<file path="config.mk">
export PLATFORM = sky130hd
export DESIGN_NAME = if_stage
export DESIGN_NICKNAME = d
export VERILOG_FILES = /design/src/rtl/if_stage.sv
export SDC_FILE = /design/constraint.sdc
export NUM_CORES = 1
export LEC_CHECK = 0
export BUFFER_PORTS_ARGS = -buffer_cell sky130_fd_sc_hd__clkbuf_2
export CORE_MARGIN = 8
export CORE_UTILIZATION = 45
export CTS_BUF_LIST = sky130_fd_sc_hd__clkbuf_4
export CTS_CLUSTER_SIZE = 28
export DETAILED_ROUTE_END_ITERATION = 10
export GPL_TIMING_DRIVEN = 0
export PLACE_DENSITY = 0.71
export SYNTH_ARGS = -nofsm -noshare
export SYNTH_HDL_FRONTEND = slang
export SYNTH_SLANG_ARGS = --single-unit
</file>
<file path="constraint.sdc">
create_clock -name clk -period 2.5 [get_ports clk]
set_clock_uncertainty 0.05 [all_clocks]
set_input_delay 0.125 -clock clk [delete_from_list [all_inputs] [get_ports clk]]
set_output_delay 0.125 -clock clk [all_outputs]
set_load 0.02 [all_outputs]
</file>
<file path="src/rtl/if_stage.sv">
// Instruction fetch: owns the PC, requests from a synchronous SRAM (1-cycle fetch latency), holds the word for decode.
// Backpressure: while decode withholds allowin the instruction is held stable and no new request is issued.
module if_stage #(
  parameter logic [31:0] RESET_PC = 32'hBFC0_0000
) (
  input  logic        clk,
  input  logic        rst,
  input  logic        id_allowin_in,
  input  logic        id_inst_valid_in,
  input  logic        br_taken_in,
  input  logic [31:0] br_target_in,
  output logic        inst_sram_en,
  output logic [31:0] inst_sram_addr,
  input  logic [31:0] inst_sram_rdata,
  output logic        if_valid_out,
  output logic [31:0] if_PC_out,
  output logic [31:0] if_NNPC_out,
  output logic [31:0] if_Instruct_out
);

  typedef enum logic {RUN, DS_WAIT} br_state_t;

  logic [31:0] pc_q, pc_d;
  logic [31:0] inst_buf_q, inst_buf_d;
  logic [31:0] tgt_q, tgt_d;
  logic        valid_q, valid_d;
  logic        from_sram_q, from_sram_d;
  br_state_t   br_state_q, br_state_d;

  logic        redirect_now, ds_redirect, hs, acc, fetch;
  logic [31:0] fetch_addr;

  always_comb begin
    // Delay slot already sits in decode, so whatever IF holds is on the wrong path.
    redirect_now = (br_state_q == RUN) && br_taken_in && id_inst_valid_in;
    if_valid_out = valid_q && !redirect_now;
    hs           = if_valid_out && id_allowin_in;
    ds_redirect  = (br_state_q == DS_WAIT) && hs;
    acc          = !valid_q || hs || redirect_now;
    fetch        = acc && !rst;
    if (redirect_now)     fetch_addr = br_target_in;
    else if (ds_redirect) fetch_addr = tgt_q;
    else                  fetch_addr = pc_q + 32'd4;
  end

  assign inst_sram_en    = fetch;
  assign inst_sram_addr  = fetch_addr;
  assign if_PC_out       = pc_q;
  assign if_NNPC_out     = pc_q + 32'd8;
  assign if_Instruct_out = from_sram_q ? inst_sram_rdata : inst_buf_q;

  always_comb begin
    pc_d        = pc_q;
    inst_buf_d  = inst_buf_q;
    tgt_d       = tgt_q;
    valid_d     = valid_q;
    from_sram_d = from_sram_q;
    br_state_d  = br_state_q;

    // SRAM data is only valid for one cycle; capture it if decode did not take it.
    if (from_sram_q && !hs) begin
      inst_buf_d  = inst_sram_rdata;
      from_sram_d = 1'b0;
    end

    if (fetch) begin
      pc_d        = fetch_addr;
      valid_d     = 1'b1;
      from_sram_d = 1'b1;
    end else if (hs) begin
      valid_d = 1'b0;
    end

    case (br_state_q)
      RUN: begin
        if (br_taken_in && !id_inst_valid_in) begin
          tgt_d      = br_target_in;
          br_state_d = DS_WAIT;
        end
      end
      DS_WAIT: begin
        if (hs) br_state_d = RUN;
      end
      default: br_state_d = RUN;
    endcase
  end

  always_ff @(posedge clk) begin
    if (rst) begin
      pc_q        <= RESET_PC - 32'd4;
      inst_buf_q  <= 32'd0;
      tgt_q       <= 32'd0;
      valid_q     <= 1'b0;
      from_sram_q <= 1'b0;
      br_state_q  <= RUN;
    end else begin
      pc_q        <= pc_d;
      inst_buf_q  <= inst_buf_d;
      tgt_q       <= tgt_d;
      valid_q     <= valid_d;
      from_sram_q <= from_sram_d;
      br_state_q  <= br_state_d;
    end
  end

endmodule

</file>
[Word level (Yosys, flattened, before mapping)]
Cells that the tools add are included.
Word-level totals
  register bits after elaboration: 99
  input port bits: 69
  logic and storage cells: 37
Cells by class
  $add $sub $neg: 2
  mux-type cells: 10
  bitwise gates (word level): 1
  reductions and logical operators: 18
Operators with widths (count)
  two-way mux 32 bit: 3
  adder 32 x 3 -> 32 bit (second input constant): 1
  adder 32 x 4 -> 32 bit (second input constant): 1
  logical AND 1 bit: 8
  two-way mux 1 bit: 6
  zero test 1 bit: 5
  nonzero test 2 bit: 2
  logical OR 1 bit: 2
  one-hot mux 1 bit (2 select lines): 1
  AND reduction 2 bit: 1
  inverter 1 bit: 1

[Longest topological paths before layout]
Gate-level depths: netlist of run 1.
  word-level depth: 10
  mapped depth: 7
  mapped depth without buffers: 6

[Least setup slack after synthesis of run 1]
No wires, ideal clock.
  kind: reg2out
  from: register pc_q[2] (netlist: if_PC_out[2])
  to: output port inst_sram_addr[22]
  data arrival time: 2357 ps
  required time: 2325 ps
  setup slack: -32 ps
  stages on the path, launching flop included: 8
  path buffers: 1
  path through: dfxtp_1 ha_1 nand3_1 or3_1 buf_2 o31ai_1 o41ai_1 o21ai_0
On the way
  longest elaborated chain between the ends: 3
RTL lines
  start: declaration: RTL line 23  | logic [31:0] pc_q, pc_d;
  start signal: assignment: RTL line 90  | pc_q <= RESET_PC - 32'd4;
  start signal: assignment: RTL line 97  | pc_q <= pc_d;
  adder 32 x 3 -> 32 bit: RTL line 43  | else fetch_addr = pc_q + 32'd4;
  two-way mux 32 bit: RTL line 42  | else if (ds_redirect) fetch_addr = tgt_q;
  two-way mux 32 bit: RTL line 41  | if (redirect_now) fetch_addr = br_target_in;
  end: declaration: RTL line 13  | output logic [31:0] inst_sram_addr,
No other way between the ends.

[Worst setup path after layout of run 1]
  from: register pc_q[20] (netlist: if_PC_out[20])
  to: output port inst_sram_addr[24]
Same word-level chain as after synthesis.

==> reports/qor.yml, run 1 <==
cts.sinks: 99
cp-start-kind: "register"
hold_violations: 0
finalCritPeriodShare_pct: 110
max_freq_mhz: 364
placed_area_sq_mm: 0.00717
crit_arrival_ns: 2.57
num_antenna_cells: 0
cts_tree: "built"
crit_type: "reg -> out"
rrSetupSlack_ns: 0.05
r2r_end: "if_PC_out[22]"
layout_common_cells: "clkbuf_2 (175), nand2_1 (170), buf_4 (98)"
drc: 0
wl_per_cell_microns: 21.0
grt_max_degree: 17
power.total_mw: 6.45
min_to: "if_PC_out[25]"
slew_viol_final: 0
multi_input_area_sq_mm: 0.00428
htree_levels: 3
outcome: "complete, but fails checks"
p_leak_nw: 4.15
violations: "setup timing"
gr-usage-all-layers_pct: 29.7
boundaryPins: 199
drive_gt1_share_pct: 42.9
grt_pass1_vias: 7273
dr_wl_met2_mm: 13.0
cp_max_fo: 6
setup_violations: 31
syn_inst: 797
final_antenna_net_count: 0
route.met3.wl_mm: 3.22
die_x_microns: 131
antenna_found_initial: 0
fin_area_sq_mm: 0.00961
syn_to_final_growth_pct: 61.4
period_needed_ns: 2.75
r2r-start: "valid_q"
maxUsedRoutingLayer: "met4"
endpoint_kind: "output pin"
synth_area_per_cell_sq_um: 7.47
cts_buffer_depth: 2
vias_per_cell: 5.91
cap_violations: 0
yosysWarnings: 0
nets: 1220
final-seq-area_sq_mm: 0.00203
reg2regPathDepth: 7
seq_area_frac_synth_pct: 33.3
fillers: 967
dieHeight_microns: 131
cts_buffers: 9
vias: 7855
drt-initial-drc-count: 1004
tightest_slew_ns: 0.763
cts_root_buffer: "clkbuf_4"
portBuffers: 198
syn_area_sq_mm: 0.00595
clk_latency_ns: 0.49
final_common_cell: "clkbuf_2"
synth-seq-cells: 99
synth_ff_type: "dfxtp_1"
wl_mm: 27.9
cts.clk_slew.worst_paths_ns: 0.17
worst-endpoint-required_ns: 2.33
relSlewSlack_pct: 49.1
synth_async_sr_flop_share_pct: 0
detail_route.first_pass.iterations: 5
core_area_sq_mm: 0.0131
grt_pass1_wl_mm: 39.6
min_from: "rst"
die_area_sq_mm: 0.0172
hpwl_mm: 17.2
synth_cell_types: 65
gp_congestion: 0.940
grt_overflow: 0
row_count: 42
wl_met1_mm: 10.3
setup_slack_ns: -0.250
start_util_pct: 45.5
rsz0062_at_grt: "yes"
ir_drop_mv: 0.322
synth_edf_count: 0
hold_depth: 5
setup_tns_ns: -3.30
postSynthNetCount: 869
p_per_area_mw_per_mm2: 671
hp-class: "in -> reg"
==> report_power, final <==
group	switching, mW	total (mW)	internal [mW]
combinational	2.15	3.67	1.53
sequential	0.156	1.88	1.72
clock	0.598	0.896	0.299
total	2.90	6.45	3.55
==> critical path, stage by stage (launching register included) <==
cell	delay [ns]
dfxtp_2	0.38
buf_6	0.11
buf_4	0.14
nand2_8	0.09
or4_4	0.53
or3_1	0.33
a31oi_1	0.18
a21o_1	0.15
clkbuf_8	0.16
==> cells by family after synthesis <==
| logic type | Yosys count | synth area share (%) |
|---|---|---|
| buffers and inverters | 85 | 6.31 |
| muxes | 39 | 7.27 |
| DFF | 99 | 33.3 |
| adders and majority gates | 3 | 0.631 |
| and+or+nand+nor | 324 | 25.0 |
| AOI/OAI and AO/OA | 205 | 21.3 |
| xor gates and xnor gates | 42 | 6.18 |
==> worst max path at each step <==
stage	depth (start not counted)	slack, ns	end	start
after global routing	7	-0.32	if_NNPC_out[27]	if_PC_out[20]
final	8	-0.25	inst_sram_addr[24]	if_PC_out[20]
after global placement	7	-0.37	inst_sram_addr[21]	br_state_q
after CTS	7	-0.20	inst_sram_addr[24]	if_PC_out[21]
after floorplan	6	0.06	inst_sram_addr[15]	if_PC_out[4]
after detailed placement	8	-0.32	inst_sram_addr[21]	if_PC_out[18]
==> layer usage <==
layer	GRT usage, %	up-vias
met1	37.0	3623
met2	48.4	595
met5	0	-
met3	7.26	141
met4	11.7	0
li1	-	3496
==> stage by stage <==
stage	hold slack, ns	util, %	setup slack [ns]	std cells
after global routing	0.130	73.4	-0.320	1329
final	0.128	73.4	-0.250	1329
after global placement	0.310	54.8	-0.372	1171
after CTS	0.0821	69.1	-0.199	1314
after floorplan	0.208	-	0.0637	797
after detailed placement	0.317	54.8	-0.321	1171
==> timing repair <==
action | 4_1_cts | 5_1_grt
setup endpoints to repair | 53 | 58
hold buffers | 68 | 0
setup buffers | 66 | 21
hold endpoints to repair | 91 | 0
resized for setup | 175 | 143
pin swaps | 33 | 51
==> flip-flops by register name, indices dropped and copies added, names as in the netlist <==
name and count:
br_state_q 1, from_sram_q 1, if_PC_out 32, inst_buf_q 32
tgt_q 32, valid_q 1
==> synth_stat cells, drive strengths merged, types with 7 or more instances <==
cell type / number / area share (%)
mux2: 34 / 6.4
o31ai: 14 / 1.8
a31oi: 7 / 0.74
a21oi: 86 / 7.2
buf: 25 / 2.5
inv: 8 / 0.50
nor3: 18 / 1.6
o21ai: 38 / 3.2
dfxtp: 99 / 33
xor2: 20 / 2.9
nor4: 13 / 1.6
nand4: 16 / 2.1
clkbuf: 52 / 3.3
nor2: 46 / 2.9
a221oi: 11 / 1.6
nand3: 22 / 1.8
nand2: 179 / 11
xnor2: 22 / 3.2
==> area by class of cell <==
cell class	count	share of cell area [%]
multi-input cells	613	44.5
repair buffers	352	26.2
flip-flops and latches	99	21.2
plain buffers	65	4.08
well taps	176	2.29
clock inverters	7	0.716
clock buffers	9	0.703
inverters	8	0.313
Note: power is estimated with default switching activity, not from simulation.
==> run 2, diff against run 1 <==
Clock period 2.5 ns to 3.3 ns, I/O delays scaled along.
==> reports/qor.yml, run 2 (synthesis results as in run 1) <==
outcome: "finished, final reports clean"
multi_input_area_sq_mm: 0.00363
p_switching_mw: 1.78
switching_share_pct: 43.1
tightest_slew_ns: 0.748
crit_arrival_ns: 2.96
final-seq-area_sq_mm: 0.00198
slew_viol_final: 0
hpwl_mm: 17.4
period_needed_ns: 3.18
cp-start-kind: "register"
cts_setup_buffers: 0
ir_drop_mv: 0.249
syn_to_final_growth_pct: 34.5
vias: 6934
start_util_pct: 45.5
gr-usage-all-layers_pct: 27.2
cts.sinks: 99
endpoint_kind: "output pin"
hold_violations: 0
nets: 1140
layout_common_cells: "clkbuf_2 (202), nand2_1 (179), dfxtp_1 (97)"
cts_buffer_depth: 2
clk_latency_ns: 0.48
worst_path_max_delay_cell: "or4_1"
detail_route.first_pass.iterations: 6
grt_overflow: 0
worst-endpoint-required_ns: 3.08
setup_slack_ns: 0.124
cp_max_fo: 10
p_seq_share_pct: 33.4
die_area_sq_mm: 0.0172
wl_mm: 23.7
die_x_microns: 131
antenna_found_initial: 0
pre_cts_ws_ns: 0.441
crit_chain: "buf_2, nand4_1, or4_1, or3_1, a31oi_1, a21o_1, clkbuf_2"
finalCritPeriodShare_pct: 96.2
drt-initial-drc-count: 739
cts.clk_slew.worst_paths_ns: 0.16
boundaryPins: 199
cts_root_buffer: "clkbuf_4"
grt_pass1_wl_mm: 36.2
p_leak_nw: 3.45
p_comb_share_pct: 47.1
grt_max_degree: 16
max_freq_mhz: 315
wl_per_cell_microns: 19.0
r2r-start: "if_PC_out[15]"
startpoint: "if_PC_out[15]"
drc: 0
vias_per_cell: 5.56
drive_gt1_share_pct: 27.2
p_per_area_mw_per_mm2: 515
htree_levels: 3
final_common_cell: "clkbuf_2"
p_int_mw: 2.35
rsz0062_at_grt: "no"
clkPwrFrac_pct: 19.4
setup_tns_ns: 0
row_count: 42
num_antenna_cells: 0
relSlewSlack_pct: 50.1
grt_pass1_vias: 6694
cts_tree: "built"
final_antenna_net_count: 0
hp-class: "in -> reg"
dieHeight_microns: 131
portBuffers: 198
cp_slowest_stage_delay_ns: 0.65
fillers: 1204
core_area_sq_mm: 0.0131
setup_violations: 0
cts_buffers: 9
gp_congestion: 0.975
min_from: "id_allowin_in"
cap_violations: 0
crit_type: "reg -> out"
## run 2: per-layer routing
metal  global-route usage [%]  up-vias  wire length (microns)  part of all wire [%]
met2                     45.0      366                  11000                    46
met4                     12.0        0                    736                   3.1
met3                     6.21       54                   2410                    10
li1                         -     3342                      -                     -
met5                        0        -                      0                     0
met1                     33.1     3172                   9560                    40
## run 2: power by group through the flow
stage / clock (mW) / combinational, mW / sequential (mW)
final: 0.801 / 1.94 / 1.38
after global placement: 0 / 1.84 / 1.39
after detailed placement: 0 / 1.84 / 1.40
after global routing: 0.844 / 2.08 / 1.39
after CTS: 0.805 / 1.92 / 1.37
after floorplan: 0 / 1.18 / 1.44
## run 2: worst paths after layout
| check | endpoint | cells after the start | slack [ns] |
|---|---|---|---|
| worst max-delay path | inst_sram_addr[24] | 7 | 0.12 |
| worst min-delay path | br_state_q | 4 | 0.03 |
| worst max register to register | if_PC_out[20] | 7 | 0.81 |
| worst min register to register | tgt_q[29] | 2 | 0.41 |
## run 2: timing repair
| action | 4_1_cts | 5_1_grt |
|---|---|---|
| setup endpoints to repair | 10 | 16 |
| hold buffers | 64 | 0 |
| hold endpoints to repair | 83 | 0 |
| resized for setup | 5 | 7 |
## run 2: area by class of cell
type,count,area share [%]
Multi-Input combinational cell,613,45.3
Sequential cell,99,24.8
Timing Repair Buffer,262,20.4
Buffer,75,4.27
Tap cell,176,2.75
Clock inverter,6,1.31
Clock buffer,9,0.844
Inverter,8,0.375
## run 2: critical path, delay by kind of cell (launching register included)
kind                   cells  cell delay (ns)
buffers and inverters      2             0.44
AO/OA/AOI/OAI              2             0.31
AND/OR/NAND/NOR            3             1.35
flip-flops                 1             0.38
## run 2: per-stage QoR
stage | area [sq um] | hold WS (ns) | std cells | utilization (%) | power (mW)
floorplan | 5950 | 0.248 | 797 | - | 2.62
global placement | 7160 | 0.350 | 1171 | 54.7 | 3.23
detailed placement | 7160 | 0.357 | 1171 | 54.7 | 3.24
CTS | 8000 | 0.00714 | 1250 | 61.1 | 4.09
global route | 8010 | 0.0512 | 1248 | 61.2 | 4.32
finish | 8010 | 0.0338 | 1248 | 61.2 | 4.12
==> run 3, diff against run 2 <==
Settings changed: PLACE_DENSITY 0.71 to 0.75.
Clock period 3.3 ns to 2.88 ns, I/O delays scaled along.
==> reports/qor.yml, run 3 (synthesis results as in run 1) <==
outcome: "finished, final reports clean"
grt_overflow: 0
rrSetupSlack_ns: 0.64
die_area_sq_mm: 0.0172
nets: 1155
cp_max_fo: 8
cts.sinks: 99
gp_congestion: 0.984
antenna_found_initial: 1
tightest_slew_ns: 0.815
endpoint_kind: "output pin"
wl_per_cell_microns: 18.8
hp-class: "in -> reg"
p_leak_nw: 3.57
vias_per_cell: 5.62
wl_mm: 23.8
detail_route.first_pass.iterations: 8
placed_area_sq_mm: 0.00716
portBuffers: 198
crit_type: "reg -> out"
cts_buffers: 9
setup_tns_ns: 0
clk_latency_ns: 0.47
vias: 7103
crit_chain: "ha_1, nand2_1, nor3_1, xor2_1, nor2_1, o31ai_1, clkbuf_2"
grt_pass1_vias: 6615
setup_violations: 0
p_per_area_mw_per_mm2: 572
start_util_pct: 45.5
busiest_layer: "met2"
reg2regPathDepth: 7
boundaryPins: 199
grt_pass1_wl_mm: 35.6
finalCritPeriodShare_pct: 98.1
placed_cells: 1171
use_met3_pct: 5.64
min_to: "tgt_q[31]"
cap_violations: 0
syn_to_final_growth_pct: 40.2
dieHeight_microns: 131
rsz0062_at_grt: "yes"
slew_viol_final: 0
die_x_microns: 131
grt_max_degree: 20
cts.clk_slew.worst_paths_ns: 0.16
ir_drop_mv: 0.291
htree_levels: 3
crit_arrival_ns: 2.63
fin_cells: 1265
hold_violations: 0
row_count: 42
min_from: "id_inst_valid_in"
worst-endpoint-required_ns: 2.69
cts_tree: "built"
fin_area_sq_mm: 0.00834
hpwl_mm: 17.2
r2r_end: "if_PC_out[22]"
layout_common_cells: "clkbuf_2 (199), nand2_1 (176), a21oi_1 (85)"
cp-start-kind: "register"
utilization_pct: 63.8
hold_ws_ns: 0.0328
period_needed_ns: 2.82
drc: 0
r2r-start: "valid_q"
final_antenna_net_count: 0
met1_usage_pct: 33.6
relSlewSlack_pct: 45.5
cts_buffer_depth: 2
cts_root_buffer: "clkbuf_4"
hold_depth: 4
cp_slowest_stage_delay_ns: 0.45
gr-usage-all-layers_pct: 26.7
max_freq_mhz: 354
core_area_sq_mm: 0.0131
worst_path_max_delay_cell: "dfxtp_4"
use_met2_pct: 43.4
drive_gt1_share_pct: 32.0
final_common_cell: "clkbuf_2"
drt-initial-drc-count: 731
[run 3: changes by cell type in the layout (fill, tap and decap cells not counted), moves of 7 or more]
cell      delta
buf_6        +7
dfxtp_1     -13
clkbuf_1     -8
dfxtp_2     +10
buf_4       +23
buf_2       -10
[run 3: stage by stage]
stage / setup WS [ns] / power (mW)
2_1_floorplan: 0.329 / 3.01
3_3_place_gp: -0.0575 / 3.70
3_5_place_dp: 0.00447 / 3.72
4_1_cts: -0.0482 / 4.59
5_1_grt: -0.0584 / 4.99
6_report: 0.0555 / 4.77
[run 3: power by group]
part | switching [mW] | internal [mW] | leakage [nW] | total, mW
clock network | 0.495 | 0.253 | 0.0629 | 0.748
registers | 0.109 | 1.49 | 0.810 | 1.60
logic | 1.51 | 0.911 | 2.70 | 2.42
total | 2.12 | 2.65 | 3.57 | 4.77
[run 3: critical path: cells and delay by family, from the launching register on]
kind,cells,cell delay [ns]
XOR/XNOR,1,0.21
AO/OA/AOI/OAI,1,0.34
flip-flops,1,0.45
AND/OR/NAND/NOR,3,0.65
buffers and inverters,1,0.24
adder cells (fa/ha/maj),1,0.28
[run 3: area by class of cell]
type	count	area (sq um)
clock inverter	6	57.6
inverter	8	30.0
clock buffer	9	67.6
timing repair buffer	281	1790
multi-input combinational	613	3770
antenna	2	5.00
fill	1184	4740
tap	176	220
sequential	99	2010
buffer	71	392
[run 3: per-layer routing]
layer	up-vias	share of wire, %
li1	3375	-
met1	3259	39
met2	413	47
met3	56	11
met4	0	2.8
met5	-	0
[run 3: how the worst max path moves through the flow]
stage                       start            endpoint  slack, ns
floorplan            if_PC_out[2]  inst_sram_addr[22]       0.33
global placement    if_PC_out[18]  inst_sram_addr[21]      -0.06
detailed placement  if_PC_out[18]  inst_sram_addr[21]      0.004
CTS                 if_PC_out[23]  inst_sram_addr[24]      -0.05
global route           br_state_q  inst_sram_addr[31]      -0.06
finish               if_PC_out[4]  inst_sram_addr[11]       0.06
[run 3: what timing repair did]
action	4_1_cts	5_1_grt
gates cloned	0	0
hold buffers	65	0
endpoints found under the setup margin	32	30
endpoints found under the hold margin	85	0
pin swaps	6	8
gates resized for setup	33	68
buffers inserted	5	13
